### config.mk
export PLATFORM = sky130hd
export DESIGN_NAME = elbeth_fetch_ctrl
export DESIGN_NICKNAME = d
export VERILOG_FILES = /design/src/rtl/elbeth_fetch_ctrl.sv
export SDC_FILE = /design/constraint.sdc
export NUM_CORES = 1
export LEC_CHECK = 0
export ABC_AREA = 1
export CAP_MARGIN = 40
export CORE_MARGIN = 3
export CORE_UTILIZATION = 56
export CTS_CLUSTER_SIZE = 28
export DETAILED_ROUTE_END_ITERATION = 7
export PLACE_DENSITY = 0.85
export SKIP_LAST_GASP = 1
export SYNTH_ARGS = -nofsm -noshare
export SYNTH_HDL_FRONTEND = slang
export SYNTH_SLANG_ARGS = --single-unit
### constraint.sdc
create_clock -name clk -period 3.9 [get_ports clk]
set_clock_uncertainty 0.15 [all_clocks]
set_input_delay 0.975 -clock clk [delete_from_list [all_inputs] [get_ports clk]]
set_output_delay 0.975 -clock clk [all_outputs]
set_load 0.03 [all_outputs]
### src/rtl/elbeth_fetch_ctrl.sv
// rtl/elbeth_fetch_ctrl.sv - ELBETH instruction-fetch sequencer: PC, imem handshake, skid buffer, redirect drain
// Optional macro ELBETH_MISALIGN_TRAP_EN: misaligned branch targets redirect to TRAP_PC and pulse misalign_exc.
module elbeth_fetch_ctrl #(
   parameter logic [31:0] RESET_PC = 32'h0000_0000,
   parameter logic [31:0] TRAP_PC  = 32'h0000_0100
) (
   input  logic        clk,
   input  logic        rst,
   input  logic        id_valid,
   input  logic        branch_taken,
   input  logic [31:0] pc_branch,
   input  logic        stall,
   output logic        imem_req,
   output logic [31:0] imem_addr,
   input  logic        imem_ready,
   input  logic [31:0] imem_data,
   output logic        if_valid,
   output logic [31:0] if_pc,
   output logic [31:0] if_instr,
   output logic        flush,
   output logic        misalign_exc
);
   localparam logic [1:0]  ST_BOOT  = 2'd0;
   localparam logic [1:0]  ST_FETCH = 2'd1;
   localparam logic [1:0]  ST_DRAIN = 2'd2;
   localparam logic [31:0] NOP      = 32'h0000_0013;

   logic [1:0]  state;
   logic [31:0] pc;
   logic [31:0] pending_pc;
   logic [31:0] pc_next;
   logic [31:0] target;
   logic [31:0] skid_pc;
   logic [31:0] skid_instr;
   logic        skid_valid;
   logic        redir;
   logic        fire;

   assign redir     = id_valid & branch_taken & ~stall & (state != ST_BOOT);
   assign flush     = redir;
   assign pc_next   = pc + 32'd4;
   // pc only moves on a completed fetch, so the address is stable while a request is pending
   assign imem_addr = pc;

   always_comb begin
      imem_req = 1'b0;
      case (state)
         ST_FETCH: imem_req = ~skid_valid;
         ST_DRAIN: imem_req = 1'b1;
         default:  imem_req = 1'b0;
      endcase
   end

   assign fire = imem_req & imem_ready;

`ifdef ELBETH_MISALIGN_TRAP_EN
   logic misaligned;
   assign misaligned = |pc_branch[1:0];
   assign target     = misaligned ? TRAP_PC : {pc_branch[31:2], 2'b00};

   always_ff @(posedge clk) begin
      if (rst) begin
         misalign_exc <= 1'b0;
      end else begin
         misalign_exc <= redir & misaligned;
      end
   end
`else
   logic unused_low_bits;
   assign unused_low_bits = ^pc_branch[1:0];
   assign target          = {pc_branch[31:2], 2'b00};
   assign misalign_exc    = 1'b0;
`endif

   always_ff @(posedge clk) begin
      if (rst) begin
         state      <= ST_BOOT;
         pc         <= RESET_PC;
         pending_pc <= RESET_PC;
         skid_valid <= 1'b0;
         skid_pc    <= 32'h0;
         skid_instr <= NOP;
         if_valid   <= 1'b0;
         if_pc      <= 32'h0;
         if_instr   <= NOP;
      end else begin
         case (state)
            ST_BOOT: state <= ST_FETCH;
            ST_FETCH: begin
               if (redir) begin
                  if_valid   <= 1'b0;
                  skid_valid <= 1'b0;
                  // With nothing outstanding there is no wrong-path response to wait for
                  if (imem_ready || !imem_req) begin
                     pc <= target;
                  end else begin
                     pending_pc <= target;
                     state      <= ST_DRAIN;
                  end
               end else if (stall) begin
                  if (fire) begin
                     skid_pc    <= pc;
                     skid_instr <= imem_data;
                     skid_valid <= 1'b1;
                     pc         <= pc_next;
                  end
               end else if (skid_valid) begin
                  if_pc      <= skid_pc;
                  if_instr   <= skid_instr;
                  if_valid   <= 1'b1;
                  skid_valid <= 1'b0;
               end else if (fire) begin
                  if_pc    <= pc;
                  if_instr <= imem_data;
                  if_valid <= 1'b1;
                  pc       <= pc_next;
               end else begin
                  if_valid <= 1'b0;
               end
            end
            ST_DRAIN: begin
               if_valid <= 1'b0;
               if (fire) begin
                  pc    <= redir ? target : pending_pc;
                  state <= ST_FETCH;
               end else if (redir) begin
                  pending_pc <= target;
               end
            end
            default: state <= ST_BOOT;
         endcase
      end
   end
endmodule
==> results of run 1 <==
-- layout make-up --
class                   instances  area share
inverters                      55      0.0194
multi-input cells             908       0.382
clock buffers                  22      0.0442
clock inverters                 8     0.00914
well taps                     184      0.0210
flip-flops and latches        196       0.358
repair buffers                181       0.166
-- sequential cells by signal, summed over array words and instances, names as in the netlist --
name / count
pending_pc: 32
state: 2
if_pc: 32
skid_pc: 32
skid_valid: 1
if_valid: 1
skid_instr: 32
if_instr: 32
imem_addr: 32
-- worst register-to-register path: cells and delay by family (launching register included) --
| kind | cells | cell delay (ns) |
|---|---|---|
| DFF | 1 | 0.35 |
| adders and majority gates | 1 | 0.27 |
| AOI/OAI and AO/OA | 3 | 0.48 |
| and+or+nand+nor | 3 | 0.29 |
| buffers and inverters | 4 | 0.94 |
-- routing by layer --
metal	track usage	up-vias	routed length (um)
met5	0	-	0
met4	0.0829	0	422
met3	0.0504	41	2190
met2	0.417	380	10500
met1	0.378	3836	9970
li1	-	4350	-
-- power by group through the flow --
stage                     logic [W]  registers [W]  clock network (W)
after floorplan             0.00109        0.00270                  0
after global placement      0.00184        0.00254                  0
after detailed placement    0.00187        0.00254                  0
after CTS                   0.00188        0.00250            0.00176
after global routing        0.00210        0.00254            0.00184
final                       0.00189        0.00251            0.00174
-- cells by family (layout without fill, tap and decap cells) --
family / count (synthesis) / after routing / share of synthesized area
other: 1 / 1 / 0.000431
AOI/OAI and AO/OA: 329 / 329 / 0.211
adders and majority gates: 5 / 5 / 0.00719
buffers and inverters: 138 / 266 / 0.0683
and+or+nand+nor: 570 / 570 / 0.259
xor gates and xnor gates: 3 / 3 / 0.00302
DFF: 196 / 196 / 0.451
-- cell usage in the layout (no fill, tap or decap), drive strengths merged --
cell type,count
nand4,5
xnor2,1
a211oi,2
clkinvlp,1
clkinv,5
o211ai,10
nor3,12
clkdlybuf4s50,165
clkbuf,22
a21oi,56
nor2,212
nand2,300
a31oi,61
a221oi,1
conb,1
nand3b,1
and2,1
nor2b,1
buf,16
dfxtp,196
bufinv,2
nand3,38
o21ai,182
a22o,16
inv,55
xor2,2
ha,5
o221ai,1
-- final timing paths --
check | to | slack (ns)
worst max-delay path | imem_req | 0.50
worst min-delay path | pending_pc[1] | 0.30
worst max register to register | if_pc[19] | 1.29
worst min register to register | pending_pc[1] | 0.30
-- stage by stage --
stage                     cells  hold WS [ns]
after floorplan            1242         0.278
after global placement     1524         0.287
after detailed placement   1524         0.293
after CTS                  1554         0.304
after global routing       1554         0.325
final                      1554         0.299
==> results.json, run 1 <==
{
  "post-cts-setup-buffers": 0,
  "status": "complete, no violations",
  "power.leakage_nw": 4.17,
  "worst_slew_margin_rel": 0.497,
  "maxCapViolations": 0,
  "worst_ep_required_time_ns": 2.77,
  "viasPerCell": 5.54,
  "register_area_mm2": 0.00393,
  "core_area_mm2": 0.0149,
  "endpoint_kind": "output port",
  "hold_depth": 2,
  "grt_pass1_wl_um": 37000,
  "layout_min_cycle_time_ns": 3.40,
  "fill_cells": 1225,
  "crit_chain": "inv_1 -> ha_1 -> inv_2 -> a21oi_4 -> clkdlybuf4s50_1",
  "min_from": "pending_pc[1]",
  "power_switching_w": 0.00219,
  "fin_tns_setup_ns": 0,
  "fin_util": 0.737,
  "antenna_found_initial": 0,
  "setup_viol": 0,
  "placed_area_mm2": 0.0104,
  "hp-class": "reg2reg",
  "clock-sinks": 196,
  "clockBufferDepth": 2,
  "yosys.cell_count.top_type": "nand2_1",
  "rr_worst_depth": 11,
  "hold_buffers": 0,
  "crit_slowest_cell": "clkdlybuf4s50_1",
  "rsz0062_at_grt": "false",
  "final_area_mm2": 0.0110,
  "synth_nets": 1317,
  "crit_family": "buffers and inverters",
  "worstSetupPathType": "reg2out",
  "synth-edff-count": 0,
  "worstPathArrival_ns": 2.28,
  "clk_pin_slew_ns": 0.06,
  "synthTopCellsByArea": "dfxtp_1 (45%), nand2_1 (13%), o21ai_0 (9.6%)",
  "die_w_um": 131,
  "finalNetCount": 1434,
  "synth_cell_types": 37,
  "port_buffers": 166,
  "finalMaxSlewViolations": 0,
  "synth_common_cells": "nand2_1 (297), nor2_1 (208), dfxtp_1 (196)",
  "rr_startpoint": "state[0]",
  "path_buf_inv": 3,
  "die_area_mm2": 0.0171,
  "grt.overflow.total": 0,
  "firstDrtPassIters": 7,
  "ios": 170,
  "max_freq_mhz": 294,
  "seq_power_share": 0.408,
  "htree_levels": 4,
  "rows": 44,
  "ys_seq_elements": 196,
  "async_flop_share": 0,
  "cts-resized-gates": 0,
  "ant_nets": 0,
  "n_antenna_cell": 0,
  "syn_area_per_cell_um2": 7.00,
  "ir_drop_mv": 0.354,
  "dp_slack_ns": 0.605,
  "drtIter0Drc": 1032,
  "gp_congestion": 0.902,
  "synthFlopType": "dfxtp_1",
  "synth_warnings": 0,
  "worstSetupPathDepth": 5,
  "tightest_slew_ns": 0.754,
  "power_switching_share": 0.357,
  "clock_latency_ns": 0.43,
  "power_w": 0.00614,
  "hold_violations": 0,
  "grt_use_total": 0.267,
  "dp_hpwl_um": 15100,
  "die_h_um": 131,
  "yosysTopAreaCellShare": 0.451,
  "syn_area_mm2": 0.00870,
  "cts_buffers": 17,
  "min_period_over_period": 0.873,
  "wirelength_um": 23000,
  "yosysSeqAreaShare": 0.451,
  "synth_top_area_cell": "dfxtp_1",
  "cp_slowest_stage_delay_ns": 0.71,
  "syn-instance-count": 1242,
  "vias": 8607,
  "cts_tree": "built",
  "multi_input_area_mm2": 0.00418,
  "grt_pass1_vias": 7461,
  "p_per_area_mw_per_mm2": 560,
  "drc": 0,
  "area_growth_pct": 25.9,
  "pwr-share-comb": 0.308,
  "cts_root_buf": "clkbuf_16",
  "start_util": 0.585,
  "path_max_fanout": 16,
  "p_int_w": 0.00395,
  "grt_max_degree": 103,
  "start_kind": "register",
  "drive_above_1_share": 0.0445,
  "setup_slack_ns": 0.495,
  "clkPwrFrac": 0.283,
  "avgRoutedWirePerCell_um": 14.8,
  "crit_start": "state[0]"
}
(Power assumes the default switching activity.)
==> inputs of run 2 (changes only) <==
--- a/config.mk
+++ b/config.mk
@@ -13,6 +13,7 @@
 export DETAILED_ROUTE_END_ITERATION = 7
 export PLACE_DENSITY = 0.85
 export SKIP_LAST_GASP = 1
+export SLEW_MARGIN = 20
 export SYNTH_ARGS = -nofsm -noshare
 export SYNTH_HDL_FRONTEND = slang
 export SYNTH_SLANG_ARGS = --single-unit
==> results of run 2 <==
The final DEF is identical to that of run 1; final timing and power are the same.
==> inputs of run 3 (changes only) <==
--- a/config.mk
+++ b/config.mk
@@ -7,6 +7,7 @@
 export LEC_CHECK = 0
 export ABC_AREA = 1
 export CAP_MARGIN = 40
+export CORE_ASPECT_RATIO = 0.6
 export CORE_MARGIN = 3
 export CORE_UTILIZATION = 56
 export CTS_CLUSTER_SIZE = 28
==> results.json, run 3 (same netlist as run 1, synthesis figures left out) <==
{
  "worst_slew_margin_rel": 0.480,
  "rows": 34,
  "die_w_um": 167,
  "start_kind": "register",
  "ios": 170,
  "ant_nets": 0,
  "cp_slowest_stage_delay_ns": 0.70,
  "clockBufferDepth": 2,
  "tightest_slew_ns": 0.780,
  "worstPathArrival_ns": 2.35,
  "min_period_over_period": 0.892,
  "drc": 0,
  "n_antenna_cell": 0,
  "placed_area_mm2": 0.0104,
  "crit_family": "buffers and inverters",
  "cts_tree": "built",
  "power_w": 0.00622,
  "hold_buffers": 0,
  "clock_latency_ns": 0.43,
  "hold_violations": 0,
  "fin_tns_setup_ns": 0,
  "die_area_mm2": 0.0171,
  "core_area_mm2": 0.0148,
  "finalNetCount": 1439,
  "finalMaxSlewViolations": 0,
  "max_freq_mhz": 288,
  "path_buf_inv": 3,
  "dp_hpwl_um": 16800,
  "drive_above_1_share": 0.0494,
  "power.leakage_nw": 4.19,
  "viasPerCell": 5.70,
  "drtIter0Drc": 928,
  "worst_ep_required_time_ns": 2.77,
  "clock-sinks": 196,
  "grt.overflow.total": 0,
  "grt_pass1_wl_um": 40700,
  "wirelength_um": 25200,
  "cts-resized-gates": 0,
  "worstSetupPathType": "reg2out",
  "firstDrtPassIters": 6,
  "endpoint_kind": "output port",
  "grt_max_degree": 70,
  "grt_use_total": 0.289,
  "layout_min_cycle_time_ns": 3.48,
  "vias": 8968,
  "rsz0062_at_grt": "false",
  "antenna_found_initial": 0,
  "die_h_um": 103,
  "port_buffers": 166,
  "status": "complete, no violations",
  "clk_pin_slew_ns": 0.08,
  "crit_slowest_cell": "clkdlybuf4s50_1",
  "setup_viol": 0,
  "maxCapViolations": 0,
  "area_growth_pct": 26.6,
  "avgRoutedWirePerCell_um": 16.0,
  "grt_pass1_vias": 8214,
  "crit_chain": "inv_1 -> ha_1 -> inv_2 -> a21oi_4 -> clkdlybuf4s50_1",
  "final_cell_mix": "nand2_1 (297), nor2_1 (208), dfxtp_1 (195)",
  "gp_congestion": 0.924,
  "hp-class": "reg2reg",
  "final_area_mm2": 0.0110,
  "final_common_cell": "nand2_1",
  "start_util": 0.586,
  "cts_root_buf": "clkbuf_16",
  "cts_buffers": 17,
  "path_max_fanout": 16,
  "htree_levels": 4,
  "ir_drop_mv": 0.369,
  "p_per_area_mw_per_mm2": 565,
  "post-cts-setup-buffers": 0
}
==> run 3: area by class of cell <==
cell class                 count  area [um2]
clock inverter                14         163
fill                        1182        3830
timing repair buffer         186        1860
multi-input combinational    908        4180
inverter                      55         213
sequential                   196        3930
tap                          198         248
clock buffer                  17         425
==> run 3: metal layers <==
metal,global-route usage,wire length [um]
met5,0,0
met4,0.0951,528
met3,0.0567,2320
met2,0.441,10800
met1,0.417,11600
==> run 3: final timing paths <==
check | start | endpoint | slack [ns] | cells after the start
worst max register to register | state[0] | if_pc[24] | 1.14 | 11
worst max-delay path | state[0] | imem_req | 0.42 | 5
worst min-delay path | pending_pc[0] | pending_pc[0] | 0.31 | 2
worst min register to register | pending_pc[0] | pending_pc[0] | 0.31 | 2
==> run 3: worst reg2reg max path: stages (launching register included) <==
cell and delay (ns):
dfxtp_1 0.37, inv_1 0.09, ha_1 0.29, inv_2 0.32, a21oi_4 0.13, nand2_2 0.09
nand2_2 0.06, nand2_4 0.13, clkinv_2 0.37, buf_12 0.34, o21ai_0 0.24, a31oi_1 0.07
==> run 3: report_power, final <==
part	switching (W)	leakage, nW	internal [W]	total, W
sequential	0.000263	1.59	0.00226	0.00252
clock	0.000847	0.284	0.000910	0.00176
combinational	0.00125	2.32	0.000696	0.00195
==> run 3: per-stage QoR <==
| stage | hold slack, ns | cells | worst slack (ns) | utilization |
|---|---|---|---|---|
| 2_1_floorplan | 0.278 | 1242 | 1.00 | - |
| 3_3_place_gp | 0.294 | 1543 | 0.638 | 0.702 |
| 3_5_place_dp | 0.295 | 1543 | 0.584 | 0.702 |
| 4_1_cts | 0.306 | 1574 | 0.433 | 0.742 |
| 5_1_grt | 0.326 | 1574 | 0.328 | 0.742 |
| 6_report | 0.306 | 1574 | 0.423 | 0.742 |
